===== config.mk =====
export PLATFORM = sky130hd
export DESIGN_NAME = emergency_preempt_arbiter_flat
export DESIGN_NICKNAME = d
export VERILOG_FILES = /design/src/rtl/emergency_preempt_arbiter_pkg.sv /design/src/rtl/emergency_preempt_arbiter_if.sv /design/src/rtl/emergency_preempt_arbiter_req_debounce.sv /design/src/rtl/emergency_preempt_arbiter.sv /design/src/flat_wrapper.sv
export SDC_FILE = /design/constraint.sdc
export NUM_CORES = 1
export LEC_CHECK = 0
export ABC_AREA = 1
export BUFFER_PORTS_ARGS = -buffer_cell sky130_fd_sc_hd__buf_2
export CAP_MARGIN = 25
export CORE_UTILIZATION = 40
export DETAILED_ROUTE_END_ITERATION = 8
export MAX_ROUTING_LAYER = met4
export PLACE_DENSITY = 0.57
export REMOVE_ABC_BUFFERS = 1
export SLEW_MARGIN = 20
export SYNTH_ARGS = -nofsm -noshare
export SYNTH_HDL_FRONTEND = slang
export SYNTH_HIERARCHICAL = 1
export SYNTH_SLANG_ARGS = --single-unit

===== constraint.sdc =====
create_clock -name clk -period 1.54 [get_ports clk]
set_clock_uncertainty 0.15 [all_clocks]
set_input_delay 0.231 -clock clk [delete_from_list [all_inputs] [get_ports clk]]
set_output_delay 0.231 -clock clk [all_outputs]
set_load 0.05 [all_outputs]

===== src/rtl/emergency_preempt_arbiter_pkg.sv =====
// Shared codes for the emergency preemption arbiter and the traffic light controller it drives.
// Pure definitions; no logic, no timing.
package traffic_pkg;

    typedef enum logic [1:0] {
        ST_IDLE    = 2'd0,
        ST_CLEAR   = 2'd1,
        ST_GRANT   = 2'd2,
        ST_HOLDOFF = 2'd3
    } arb_state_t;

    localparam logic DIR_LEFT  = 1'b0;
    localparam logic DIR_RIGHT = 1'b1;

    localparam logic [1:0] LIGHT_G = 2'b00;
    localparam logic [1:0] LIGHT_Y = 2'b01;
    localparam logic [1:0] LIGHT_R = 2'b10;

endpackage


===== src/rtl/emergency_preempt_arbiter_if.sv =====
// Request/route inputs and light-controller outputs of the preemption arbiter.
// The master side (detectors) drives requests; the slave side (arbiter) drives the rest.
interface emergency_preempt_arbiter_if #(
    parameter int N_REQ = 4
);
    localparam int IW = $clog2(N_REQ);

    logic [N_REQ-1:0] req;
    logic [N_REQ-1:0] req_dir;
    logic             emergency_left;
    logic             emergency_right;
    logic [N_REQ-1:0] grant;
    logic [IW-1:0]    grant_id;
    logic             busy;
    logic             done;

    modport master (
        output req, req_dir,
        input  emergency_left, emergency_right, grant, grant_id, busy, done
    );

    modport slave (
        input  req, req_dir,
        output emergency_left, emergency_right, grant, grant_id, busy, done
    );
endinterface


===== src/rtl/emergency_preempt_arbiter_req_debounce.sv =====
// Single-channel request debouncer: valid after DEB_TICKS consecutive high samples,
// drops on the first low sample. No backpressure.
module req_debounce #(
    parameter int DEB_TICKS = 2
) (
    input  logic clk,
    input  logic reset,
    input  logic raw,
    output logic valid
);
    localparam int DW = $clog2(DEB_TICKS + 1);
    localparam logic [DW-1:0] LAST = DW'(DEB_TICKS - 1);

    logic [DW-1:0] cnt;

    always_ff @(posedge clk or posedge reset) begin
        if (reset) begin
            cnt   <= '0;
            valid <= 1'b0;
        end else if (!raw) begin
            cnt   <= '0;
            valid <= 1'b0;
        end else if (!valid) begin
            if (cnt == LAST) begin
                valid <= 1'b1;
            end else begin
                cnt <= cnt + 1'b1;
            end
        end
    end
endmodule


===== src/rtl/emergency_preempt_arbiter.sv =====
// Round-robin emergency preemption arbiter: debounce -> all-red clearance -> bounded grant -> hold-off.
// Outputs registered from next state (no extra lag); requests are level, no backpressure.
module emergency_preempt_arbiter
    import traffic_pkg::*;
#(
    parameter int N_REQ         = 4,
    parameter int DEB_TICKS     = 2,
    parameter int CLR_TICKS     = 3,
    parameter int GRANT_TICKS   = 10,
    parameter int HOLDOFF_TICKS = 5,
    parameter int CW            = 7
) (
    input logic clk,
    input logic reset,
    emergency_preempt_arbiter_if.slave bus
);
    localparam int IW = $clog2(N_REQ);
    localparam logic [CW-1:0] CLR_LAST   = CW'(CLR_TICKS - 1);
    localparam logic [CW-1:0] GRANT_LAST = CW'(GRANT_TICKS - 1);
    localparam logic [CW-1:0] HOLD_LAST  = CW'(HOLDOFF_TICKS - 1);

    logic [N_REQ-1:0] valid;

    for (genvar g = 0; g < N_REQ; g++) begin : g_deb
        req_debounce #(.DEB_TICKS(DEB_TICKS)) u_deb (
            .clk   (clk),
            .reset (reset),
            .raw   (bus.req[g]),
            .valid (valid[g])
        );
    end

    arb_state_t       state_q, state_n;
    logic [CW-1:0]    cnt_q, cnt_n;
    logic [IW-1:0]    winner_q, winner_n;
    logic [IW-1:0]    rr_q, rr_n;
    logic             dir_q, dir_n;

    logic             left_q, left_n;
    logic             right_q, right_n;
    logic [N_REQ-1:0] grant_q, grant_n;
    logic             busy_q, busy_n;
    logic             done_q, done_n;

    logic             pick_vld;
    logic [IW-1:0]    pick_idx;

    // First valid requester at or after the rr pointer, wrapping.
    always_comb begin
        int j;
        j        = 0;
        pick_vld = 1'b0;
        pick_idx = '0;
        for (int i = 0; i < N_REQ; i++) begin
            j = int'(rr_q) + i;
            if (j >= N_REQ) j = j - N_REQ;
            if (!pick_vld && valid[j]) begin
                pick_vld = 1'b1;
                pick_idx = IW'(j);
            end
        end
    end

    always_comb begin
        state_n  = state_q;
        cnt_n    = cnt_q;
        winner_n = winner_q;
        rr_n     = rr_q;
        dir_n    = dir_q;
        done_n   = 1'b0;

        case (state_q)
            ST_IDLE: begin
                if (pick_vld) begin
                    state_n  = ST_CLEAR;
                    winner_n = pick_idx;
                    dir_n    = bus.req_dir[pick_idx];
                end
            end
            ST_CLEAR: begin
                if (cnt_q == CLR_LAST) begin
                    state_n = ST_GRANT;
                    rr_n    = (winner_q == IW'(N_REQ - 1)) ? '0 : winner_q + 1'b1;
                end
            end
            ST_GRANT: begin
                if (cnt_q == GRANT_LAST || !bus.req[winner_q]) begin
                    state_n = ST_HOLDOFF;
                    done_n  = 1'b1;
                end
            end
            ST_HOLDOFF: begin
                if (cnt_q == HOLD_LAST) state_n = ST_IDLE;
            end
            default: state_n = ST_IDLE;
        endcase

        // Every phase exits at TICKS-1, so the counter can never wrap.
        if (state_n != state_q)      cnt_n = '0;
        else if (state_q != ST_IDLE) cnt_n = cnt_q + 1'b1;

        grant_n = '0;
        if (state_n == ST_GRANT) grant_n[winner_n] = 1'b1;
        left_n  = (state_n == ST_GRANT) && (dir_n == DIR_LEFT);
        right_n = (state_n == ST_CLEAR) || ((state_n == ST_GRANT) && (dir_n == DIR_RIGHT));
        busy_n  = (state_n != ST_IDLE);
    end

    always_ff @(posedge clk or posedge reset) begin
        if (reset) begin
            state_q  <= ST_IDLE;
            cnt_q    <= '0;
            winner_q <= '0;
            rr_q     <= '0;
            dir_q    <= 1'b0;
            left_q   <= 1'b0;
            right_q  <= 1'b0;
            grant_q  <= '0;
            busy_q   <= 1'b0;
            done_q   <= 1'b0;
        end else begin
            state_q  <= state_n;
            cnt_q    <= cnt_n;
            winner_q <= winner_n;
            rr_q     <= rr_n;
            dir_q    <= dir_n;
            left_q   <= left_n;
            right_q  <= right_n;
            grant_q  <= grant_n;
            busy_q   <= busy_n;
            done_q   <= done_n;
        end
    end

    assign bus.emergency_left  = left_q;
    assign bus.emergency_right = right_q;
    assign bus.grant           = grant_q;
    assign bus.grant_id        = winner_q;
    assign bus.busy            = busy_q;
    assign bus.done            = done_q;
endmodule


===== src/flat_wrapper.sv =====
// flat-port wrapper written by rule: the top's interface ports become plain ports
module emergency_preempt_arbiter_flat import traffic_pkg::*;
#(
    parameter int N_REQ         = 4,
    parameter int DEB_TICKS     = 2,
    parameter int CLR_TICKS     = 3,
    parameter int GRANT_TICKS   = 10,
    parameter int HOLDOFF_TICKS = 5,
    parameter int CW            = 7
)
  (clk, reset, bus_req, bus_req_dir, bus_emergency_left, bus_emergency_right, bus_grant, bus_grant_id, bus_busy, bus_done);
  emergency_preempt_arbiter_if #(.N_REQ(N_REQ)) bus_i ();
  input logic clk;
  input logic reset;
  input wire logic [$bits(bus_i.req)-1:0] bus_req;
  input wire logic [$bits(bus_i.req_dir)-1:0] bus_req_dir;
  output wire logic [$bits(bus_i.emergency_left)-1:0] bus_emergency_left;
  output wire logic [$bits(bus_i.emergency_right)-1:0] bus_emergency_right;
  output wire logic [$bits(bus_i.grant)-1:0] bus_grant;
  output wire logic [$bits(bus_i.grant_id)-1:0] bus_grant_id;
  output wire logic [$bits(bus_i.busy)-1:0] bus_busy;
  output wire logic [$bits(bus_i.done)-1:0] bus_done;
  assign bus_i.req = bus_req;
  assign bus_i.req_dir = bus_req_dir;
  assign bus_emergency_left = bus_i.emergency_left;
  assign bus_emergency_right = bus_i.emergency_right;
  assign bus_grant = bus_i.grant;
  assign bus_grant_id = bus_i.grant_id;
  assign bus_busy = bus_i.busy;
  assign bus_done = bus_i.done;
  emergency_preempt_arbiter #(.N_REQ(N_REQ), .DEB_TICKS(DEB_TICKS), .CLR_TICKS(CLR_TICKS), .GRANT_TICKS(GRANT_TICKS), .HOLDOFF_TICKS(HOLDOFF_TICKS), .CW(CW)) u_core (.clk(clk), .reset(reset), .bus(bus_i));
endmodule

## Word-level counts from Yosys, hierarchy flattened

Index checks and enable logic that the tools add are counted.

| storage, ports and cells | value |
|---|---|
| flip-flop bits (word level) | 34 |
| bits of input ports | 10 |
| output and inout bits | 10 |

| operators by class | value |
|---|---|
| add/sub/neg operators | 13 |
| magnitude comparators | 12 |
| equality and inequality tests | 22 |
| mux-type cells | 69 |
| bitwise gates (word level) | 1 |
| reduce and logical (&&, ||, !) cells | 21 |

Operators by type and width:

| operator | count |
|---|---|
| $lt A32 B4 Y1 const B | 4 |
| $mux W32 | 4 |
| $ge A32 B4 Y1 const B | 3 |
| $sub A32 B4 Y32 const B | 3 |
| $mux W2 | 23 |
| $mux W1 | 31 |
| $ne A2 B2 Y1 const B | 8 |
| $mux W7 | 2 |
| $bmux W1 S2 | 6 |
| $eq A2 B1 Y1 const B | 6 |
| $add A2 B1 Y2 const B | 5 |
| $reduce_and A2 Y1 | 5 |
| $lt A2 B3 Y1 const B | 3 |
| $eq A2 B2 Y1 const B | 4 |
| $pmux W2 S4 | 1 |
| $add A7 B1 Y7 const B | 1 |
| $eq A7 B2 Y1 const B | 1 |
| $eq A7 B3 Y1 const B | 1 |
| $eq A7 B4 Y1 const B | 1 |
| $add A2 B2 Y3 const B | 2 |
| $logic_and A1 B1 Y1 | 6 |
| $reduce_bool A2 Y1 | 3 |
| $logic_not A1 Y1 | 4 |
| $mux W4 | 1 |
| other kinds (9) | 10 |

## Logic depth before layout (Yosys ltp)

Gate-level depths: netlist (run 1).

| logic depth | value |
|---|---|
| depth after elaboration | 22 |
| gate-level depth with buffers | 14 |
| gate-level depth less buffers | 14 |

## Modules after synthesis

Netlist (run 1), hierarchy kept.

Modules (own cells, without submodules):

| module | instances | cells an instance | area an instance (um^2) |
|---|---|---|---|
| emergency_preempt_arbiter | 1 | 183 | 1467.7 |
| req_debounce | 4 | 18 | 145.1 |

## Least setup slack after synthesis (run 1)

Ideal clock, no wire load.

| path | value |
|---|---|
| kind | reg2reg |
| from | register u_core.winner_q[0] (netlist: u_core/bus.grant_id[0]) |
| to | register u_core.cnt_q[0] |
| library setup time | 126 ps |
| arrival | 1550 ps |
| slack | -286 ps |
| stages on the path, launching flop included | 10 |
| buffers on the path | 0 |
| clock period less this slack | 1826 ps |
| path through | dfrtp_1 -> inv_1 -> nand2_1 -> nand3_1 -> nand4_1 -> nand3_2 -> nand2_2 -> nand2_2 -> o21ai_4 -> nor2_2 |

| between the ends | value |
|---|---|
| word-level cells in the longest chain between the ends | 8 |

Ends and longest elaborated chain:

| item | line | source |
|---|---|---|
| start, declared | emergency_preempt_arbiter.sv:35 | `logic [IW-1:0] winner_q, winner_n;` |
| start signal, assigned | emergency_preempt_arbiter.sv:124 | `winner_q <= winner_n;` |
| $bmux W1 S2 * | emergency_preempt_arbiter.sv:87 | `if (cnt_q == GRANT_LAST \|\| !bus.req[winner_q]) begin` |
| $mux W1 (implied by the code) * | emergency_preempt_arbiter.sv:87 |  |
| $logic_not A1 Y1 * | emergency_preempt_arbiter.sv:87 |  |
| $logic_or A1 B1 Y1 * | emergency_preempt_arbiter.sv:87 |  |
| $mux W2 * | emergency_preempt_arbiter.sv:87 |  |
| $pmux W2 S4 * | emergency_preempt_arbiter.sv:72 | `case (state_q)` |
| named net u_core.state_n[0] | emergency_preempt_arbiter.sv:33 | `arb_state_t state_q, state_n;` |
| $ne A2 B2 Y1 * | emergency_preempt_arbiter.sv:99 | `if (state_n != state_q) cnt_n = '0;` |
| $mux W7 or $reduce_bool A2 Y1 (tied branches) | -- |  |
| end signal, assigned | emergency_preempt_arbiter.sv:123 | `cnt_q <= cnt_n;` |
| end, declared | emergency_preempt_arbiter.sv:34 | `logic [CW-1:0] cnt_q, cnt_n;` |

Mark *: on every way through the listed nets, which the timed path passes. The rest lies on a longest branch. The select of a mux whose other input is x is not followed.
A chain may end at the register's enable or synchronous reset.

## Worst setup path after layout (run 1)

| path | value |
|---|---|
| from | register u_core.rr_q[0] |
| to | register u_core.grant_q[1] (netlist: u_core/bus.grant[1]) |

| between the ends | value |
|---|---|
| word-level cells in the longest chain between the ends | 22 |

Ends and longest elaborated chain:

| item | line | source |
|---|---|---|
| start, declared | emergency_preempt_arbiter.sv:36 | `logic [IW-1:0] rr_q, rr_n;` |
| start signal, assigned | emergency_preempt_arbiter.sv:125 | `rr_q <= rr_n;` |
| branches (longest 15 deep; another with $sub A32 B4 Y32) | -- |  |
| $mux W2 * | emergency_preempt_arbiter.sv:74 | `if (pick_vld) begin` |
| $mux W2 * | emergency_preempt_arbiter.sv:72 |  |
| named net u_core.winner_n[1] | emergency_preempt_arbiter.sv:35 |  |
| $lt A2 B3 Y1 (implied by the code) or $ge A2 B1 Y1 (tied branches) | emergency_preempt_arbiter.sv:103 | `if (state_n == ST_GRANT) grant_n[winner_n] = 1'b1;` |
| $logic_and A1 B1 Y1 (implied by the code) | emergency_preempt_arbiter.sv:103 |  |
| $mux W1 (implied by the code) | emergency_preempt_arbiter.sv:103 |  |
| $demux W1 S2 * | -- |  |
| $mux W4 * | emergency_preempt_arbiter.sv:103 |  |
| named net u_core.grant_n[1] | emergency_preempt_arbiter.sv:41 | `logic [N_REQ-1:0] grant_q, grant_n;` |
| end signal, assigned | emergency_preempt_arbiter.sv:129 | `grant_q <= grant_n;` |
| end, declared | emergency_preempt_arbiter.sv:41 |  |

Mark *: on every way through the listed nets, which the timed path passes. The select of a mux whose other input is x is not followed.

==> flow_summary.yaml, run 1 <==
floorplanning:
  fp.coreArea_um2: 4820
  row_count: 25
  initial_utilization_pct: 42.5
  die_h_um: 73.6
  die-area_um2: 5410
  die_x_um: 73.6
  io_pins: 20
power:
  p_int_mw: 3.56
  p_switching_mw: 3.31
  pwr-share-seq_pct: 22.3
  power.share.clock_pct: 9.2
  ir_worst_vdd_mv: 0.965
  sw_frac_of_total_pct: 48.1
  leakagePower_nw: 1.56
  p_comb_share_pct: 68.5
  p_per_area_nw_per_um2: 2390
grt:
  grt.total_usage_pct: 18.5
  grt_overflow_total: 0
  grt_max_degree: 23
  grt_first_pass_wirelength_um: 7330
  antenna_found_initial: 0
  grt_pass1_vias: 1729
outcome:
  violations: "negative setup slack"
  status: "finished with violations"
sta:
  setup_viol: 18
  post-route-min-period_ps: 1850
  slew_violations: 0
  hold_viol: 0
  fmax_mhz: 540
  timing.slew.headroom_pct: 73.4
  rsz0062_at_grt: "yes"
  tightest_slew_ps: 395
  finalCritPeriodShare_pct: 120
  fin_ws_ps: -312
route:
  first_pass_iters: 4
  vias: 1805
  viasPerCell: 4.55
  routedWlPerCell_um: 10.9
  drc_errors: 0
  drt_iter0_drc: 53
  wl_um: 4340
  antenna_left: 0
setup_path:
  crit_top_cell: "nand2_4"
  end_kind: "flop"
  path_class: "reg -> reg"
  required_ps: 1600
  slowest_stage: "dfrtp_2"
  arrival_ps: 1910
  crit_buf_inv: 4
  path_cells: "buf_6 > nand2_4 > nand2_4 > nand2_4 > nand2_4 > nor2_8 > nand3_4 > nand2_4 > buf_12 > inv_6 > o21ai_4 > inv_2 > nor2_2"
  cp_max_fo: 6
  cp_top_family: "simple AND/OR/NAND/NOR gates"
  slowest_delay_ps: 440
  start_kind: "flop"
placed_design:
  dp.cells: 379
  numPortBuffers: 19
  routabilityCongestion: 0.818
  dp_slack_ps: -339
  hpwl_um: 3220
synth:
  async_flop_share_pct: 100
  synth_cell_types: 28
  ys_warn_count: 6
  syn_inst: 255
  synth_area_per_cell_um2: 8.03
  ys_top_cells_by_area: "dfrtp_1, nand2_1, inv_1"
  syn_area_um2: 2050
  synth_largest_type_area_fraction_pct: 41.5
  synth-seq-cells: 34
  synth_largest_area_cell: "dfrtp_1"
  synth_seq_area_share_pct: 41.5
  synth-edff-count: 0
  synth_ff_type: "dfrtp_1"
  yosysMostFrequentCell: "nand2_1"
  synth_common_cells: "nand2_1, inv_1, dfrtp_1, nand3_1, nor2_1"
final_layout:
  drive_above_1_share_pct: 43.3
  fin_nets: 350
  final_cells: 397
  antenna-diode-count: 0
  syn2layout_area_growth_pct: 40.1
clocking:
  root_buffer: "clkbuf_8"
  clk_pin_slew_worst_paths_ps: 60
  htree_levels: 2
  numCtsBuffers: 5
  cts_tree: "built"
  clk_path_buf_depth: 2
  clock_latency_ps: 280
  numClockSinks: 34
flow_run:
  drv_cap: 0
min_path:
  hp-class: "in -> reg"
## metrics by stage
step           hold slack [ps]  util [%]  setup TNS (ps)  power [mW]  area (um^2)
3_5_place_dp              2.81      52.6           -4860        5.58         2530
4_1_cts                   90.1      57.0           -4770        6.55         2750
5_1_grt                    105      59.6           -6380        7.52         2870
6_report                  99.3      59.6           -4380        6.87         2870
2_1_floorplan             -165         -           -4860        4.23         2040
3_3_place_gp              2.79      52.6           -4500        5.52         2530
## power by group through the flow
stage	combinational [mW]	clock (mW)	sequential [mW]
after detailed placement	4.06	0	1.52
after floorplan	2.33	0	1.90
after global routing	5.24	0.700	1.58
after global placement	4.01	0	1.51
after CTS	4.37	0.665	1.51
final	4.71	0.633	1.53
## layout by cell type (no fill, tap or decap), types with 5 or more instances in the layout
cell	count
nor2_1	12
clkbuf_8	6
buf_4	44
nor2_2	10
nand2_2	17
inv_1	33
nand2_4	13
nand4_1	8
buf_2	18
nand3_1	16
ha_1	9
inv_2	5
nand2_1	62
dfrtp_1	32
nand3_2	7
## per-layer routing
| metal | routed length [um] | up-vias | global-route usage (%) |
|---|---|---|---|
| met5 | 0 | - | - |
| met1 | 2030 | 826 | 22.4 |
| li1 | - | 952 | - |
| met3 | 109 | 8 | 4.25 |
| met2 | 2120 | 19 | 29.7 |
| met4 | 83 | 0 | 7.69 |
## worst reg2reg max path: cells and delay by family, from the launching register on
family | cells | cell delay (ps)
buffers and inverters | 4 | 350
AOI/OAI and AO/OA | 1 | 160
and+or+nand+nor | 8 | 680
DFF | 1 | 440
## what timing repair did
item	4_1_cts	5_1_grt
buffers inserted	7	4
pin swaps	12	12
hold buffers	1	0
endpoints found under the setup margin	20	21
gates resized for setup	23	24
endpoints found under the hold margin	34	0
## cells by family (layout without fill, tap and decap cells)
kind of cell	count (synthesis)	in the layout	synth area share (%)
AOI/OAI and AO/OA	13	13	4.64
xor gates and xnor gates	4	4	1.71
adders and majority gates	9	9	5.50
buffers and inverters	42	117	8.19
DFF	34	34	41.5
muxes	1	1	0.550
and+or+nand+nor	152	152	37.9
## path summary, 6_finish.rpt
| path | startpoint | depth (start not counted) | end | slack (ps) |
|---|---|---|---|---|
| worst min register to register | u_core/g_deb[2].u_deb/cnt[1]$_DFFE_PP0P_ | 2 | u_core/g_deb[2].u_deb/cnt[1]$_DFFE_PP0P_ | 320 |
| worst max register to register | u_core/rr_q[0]$_DFFE_PP0P_ | 13 | u_core/bus.grant[1]$_DFF_PP0_ | -310 |
| worst max-delay path | u_core/rr_q[0]$_DFFE_PP0P_ | 13 | u_core/bus.grant[1]$_DFF_PP0_ | -310 |
| min in group asynchronous | reset | 3 | u_core/g_deb[1].u_deb/cnt[1]$_DFFE_PP0P_ | 260 |
| max in group asynchronous | reset | 4 | u_core/rr_q[1]$_DFFE_PP0P_ | 570 |
| worst min-delay path | bus_req[2] | 3 | u_core/g_deb[2].u_deb/cnt[0]$_DFFE_PP0P_ | 100 |
## sequential cells by signal, summed over array words and instances (netlist names), 2 cells and up
name,count
u_core/g_deb.u_deb/cnt,8
u_core/g_deb.u_deb/valid,4
u_core/state_q,2
u_core/bus.grant,4
u_core/cnt_q,7
u_core/bus.grant_id,2
u_core/rr_q,2
## final cells by class
class | count | area [um^2]
repair buffers | 70 | 523
flip-flops and latches | 34 | 853
clock buffers | 6 | 82.6
inverters | 41 | 164
multi-input cells | 179 | 1160
fillers | 432 | 1950
well taps | 67 | 83.8
Note: power is estimated with default switching activity, not from simulation.
==> run 2, diff against run 1 <==
--- a/config.mk
+++ b/config.mk
@@ -12,6 +12,7 @@
 export DETAILED_ROUTE_END_ITERATION = 8
 export MAX_ROUTING_LAYER = met4
 export PLACE_DENSITY = 0.57
+export RECOVER_POWER = 50
 export REMOVE_ABC_BUFFERS = 1
 export SLEW_MARGIN = 20
 export SYNTH_ARGS = -nofsm -noshare
==> flow_summary.yaml, run 2 (synthesis results as in run 1) <==
outcome:
  status: "finished with violations"
  violations: "negative setup slack"
placed_design:
  numPortBuffers: 19
  hpwl_um: 3220
  dp.cells: 379
  dp_slack_ps: -339
  post_dp_cell_area_um2: 2530
  routabilityCongestion: 0.818
clocking:
  htree_levels: 2
  clk_pin_slew_worst_paths_ps: 60
  clk_path_buf_depth: 2
  numClockSinks: 34
  cts_tree: "built"
  numCtsBuffers: 5
  clock_latency_ps: 280
  root_buffer: "clkbuf_8"
setup_path:
  ff2ff_path_depth: 13
  required_ps: 1600
  slowest_stage: "dfrtp_2"
  r2r-start: "u_core/rr_q[0]$_DFFE_PP0P_"
  path_cells: "buf_6 > nand2_4 > nand2_4 > nand2_4 > nand2_4 > nor2_8 > nand3_4 > nand2_4 > buf_12 > inv_6 > o21ai_4 > inv_2 > nor2_2"
  arrival_ps: 1910
  startpoint: "u_core/rr_q[0]$_DFFE_PP0P_"
  reg2reg_to: "u_core/bus.grant[1]$_DFF_PP0_"
  slowest_delay_ps: 440
  path_class: "reg -> reg"
  end_kind: "flop"
  regToRegSetupSlack_ps: -310
  crit_top_cell: "nand2_4"
  cp_max_fo: 6
  start_kind: "flop"
final_layout:
  fin_nets: 350
  final_cells: 397
  drive_above_1_share_pct: 43.0
  largest_reg_flops: 8
  top_regs: "u_core/g_deb.u_deb/cnt: 8 flops, u_core/cnt_q: 7 flops"
  fill_cells: 434
  final_area_um2: 2870
  largest-register: "u_core/g_deb.u_deb/cnt"
  fin_util_pct: 59.5
  layout_commonest_cell: "nand2_1"
  final_cell_mix: "nand2_1, buf_4, inv_1"
  syn2layout_area_growth_pct: 39.9
  antenna-diode-count: 0
grt:
  grt_pass1_vias: 1729
  grt_overflow_total: 0
  grt_max_degree: 23
  antenna_found_initial: 0
  grt.total_usage_pct: 18.5
  grt_first_pass_wirelength_um: 7330
sta:
  slew_violations: 0
  timing.slew.headroom_pct: 63.2
  rsz0062_at_grt: "yes"
  finalCritPeriodShare_pct: 120
  post-route-min-period_ps: 1850
  hold_viol: 0
  fmax_mhz: 540
  fin_ws_ps: -312
  setup_viol: 18
  fin_worst_hold_slack_ps: 99.4
  tightest_slew_ps: 552
floorplanning:
  io_pins: 20
  initial_utilization_pct: 42.5
  die-area_um2: 5410
  die_x_um: 73.6
  row_count: 25
  die_h_um: 73.6
  fp.coreArea_um2: 4820
min_path:
  worstHoldPathCells: 3
  hp-class: "in -> reg"
  worstHoldStart: "bus_req[2]"
  worstHoldEndpoint: "u_core/g_deb[2].u_deb/cnt[0]$_DFFE_PP0P_"
route:
  drc_errors: 0
  antenna_left: 0
  routedWlPerCell_um: 10.9
  drt_iter0_drc: 53
  wl_um: 4340
  vias: 1803
  viasPerCell: 4.54
  first_pass_iters: 4
power:
  p_per_area_nw_per_um2: 2400
  ir_worst_vdd_mv: 0.965
  leakagePower_nw: 1.56
flow_run:
  drv_cap: 0
==> run 2: cell types whose count changed in the layout (fill, tap and decap cells not counted) <==
cell,change
clkbuf_2,+1
buf_2,-1
clkbuf_1,+1
buf_4,-1
==> run 2: final cells by class <==
class / instances / area [um^2] / area share [%]
flip-flops and latches: 34 / 853 / 29.8
well taps: 67 / 83.8 / 2.93
clock buffers: 6 / 82.6 / 2.88
inverters: 41 / 164 / 5.72
multi-input cells: 179 / 1160 / 40.6
repair buffers: 70 / 519 / 18.1
==> run 2: through the flow <==
step / total power, mW / TNS [ps]
floorplan: 4.23 / -4860
global placement: 5.52 / -4500
detailed placement: 5.58 / -4860
CTS: 6.55 / -4770
global route: 7.52 / -6380
finish: 6.87 / -4390
==> run 2: what timing repair did <==
item / 4_1_cts / 5_1_grt
pin swaps: 12 / 12
setup endpoints to repair: 20 / 21
hold buffers: 1 / 0
setup buffers: 7 / 4
resized for setup: 23 / 24
hold endpoints to repair: 34 / 0
==> run 2: where the power goes <==
| group | internal, mW | switching, mW |
|---|---|---|
| combinational | 1.97 | 2.74 |
| sequential | 1.25 | 0.282 |
| clock | 0.344 | 0.289 |
==> run 2: worst max path at each step <==
stage / depth (start not counted) / end / slack (ps)
after floorplan: 13 / u_core/bus.grant[1]$_DFF_PP0_ / -310
after global placement: 13 / u_core/cnt_q[4]$_DFFE_PP0P_ / -280
after detailed placement: 13 / u_core/bus.grant[1]$_DFF_PP0_ / -340
after CTS: 15 / u_core/bus.emergency_left$_DFF_PP0_ / -310
after global routing: 12 / u_core/bus.grant[1]$_DFF_PP0_ / -430
final: 13 / u_core/bus.grant[1]$_DFF_PP0_ / -310
==> run 2: layer usage <==
metal | wire length [um] | track usage [%] | vias to the layer above
met2 | 2120 | 29.7 | 19
met3 | 109 | 4.25 | 8
met4 | 83 | 7.69 | 0
met1 | 2020 | 22.4 | 823
met5 | 0 | - | -
li1 | - | - | 953
==> run 2: critical path: cells and delay by family, from the launching register on <==
kind | cells | cell delay [ps]
compound gates | 1 | 160
buf+inv | 4 | 350
flops | 1 | 440
simple gates | 8 | 660
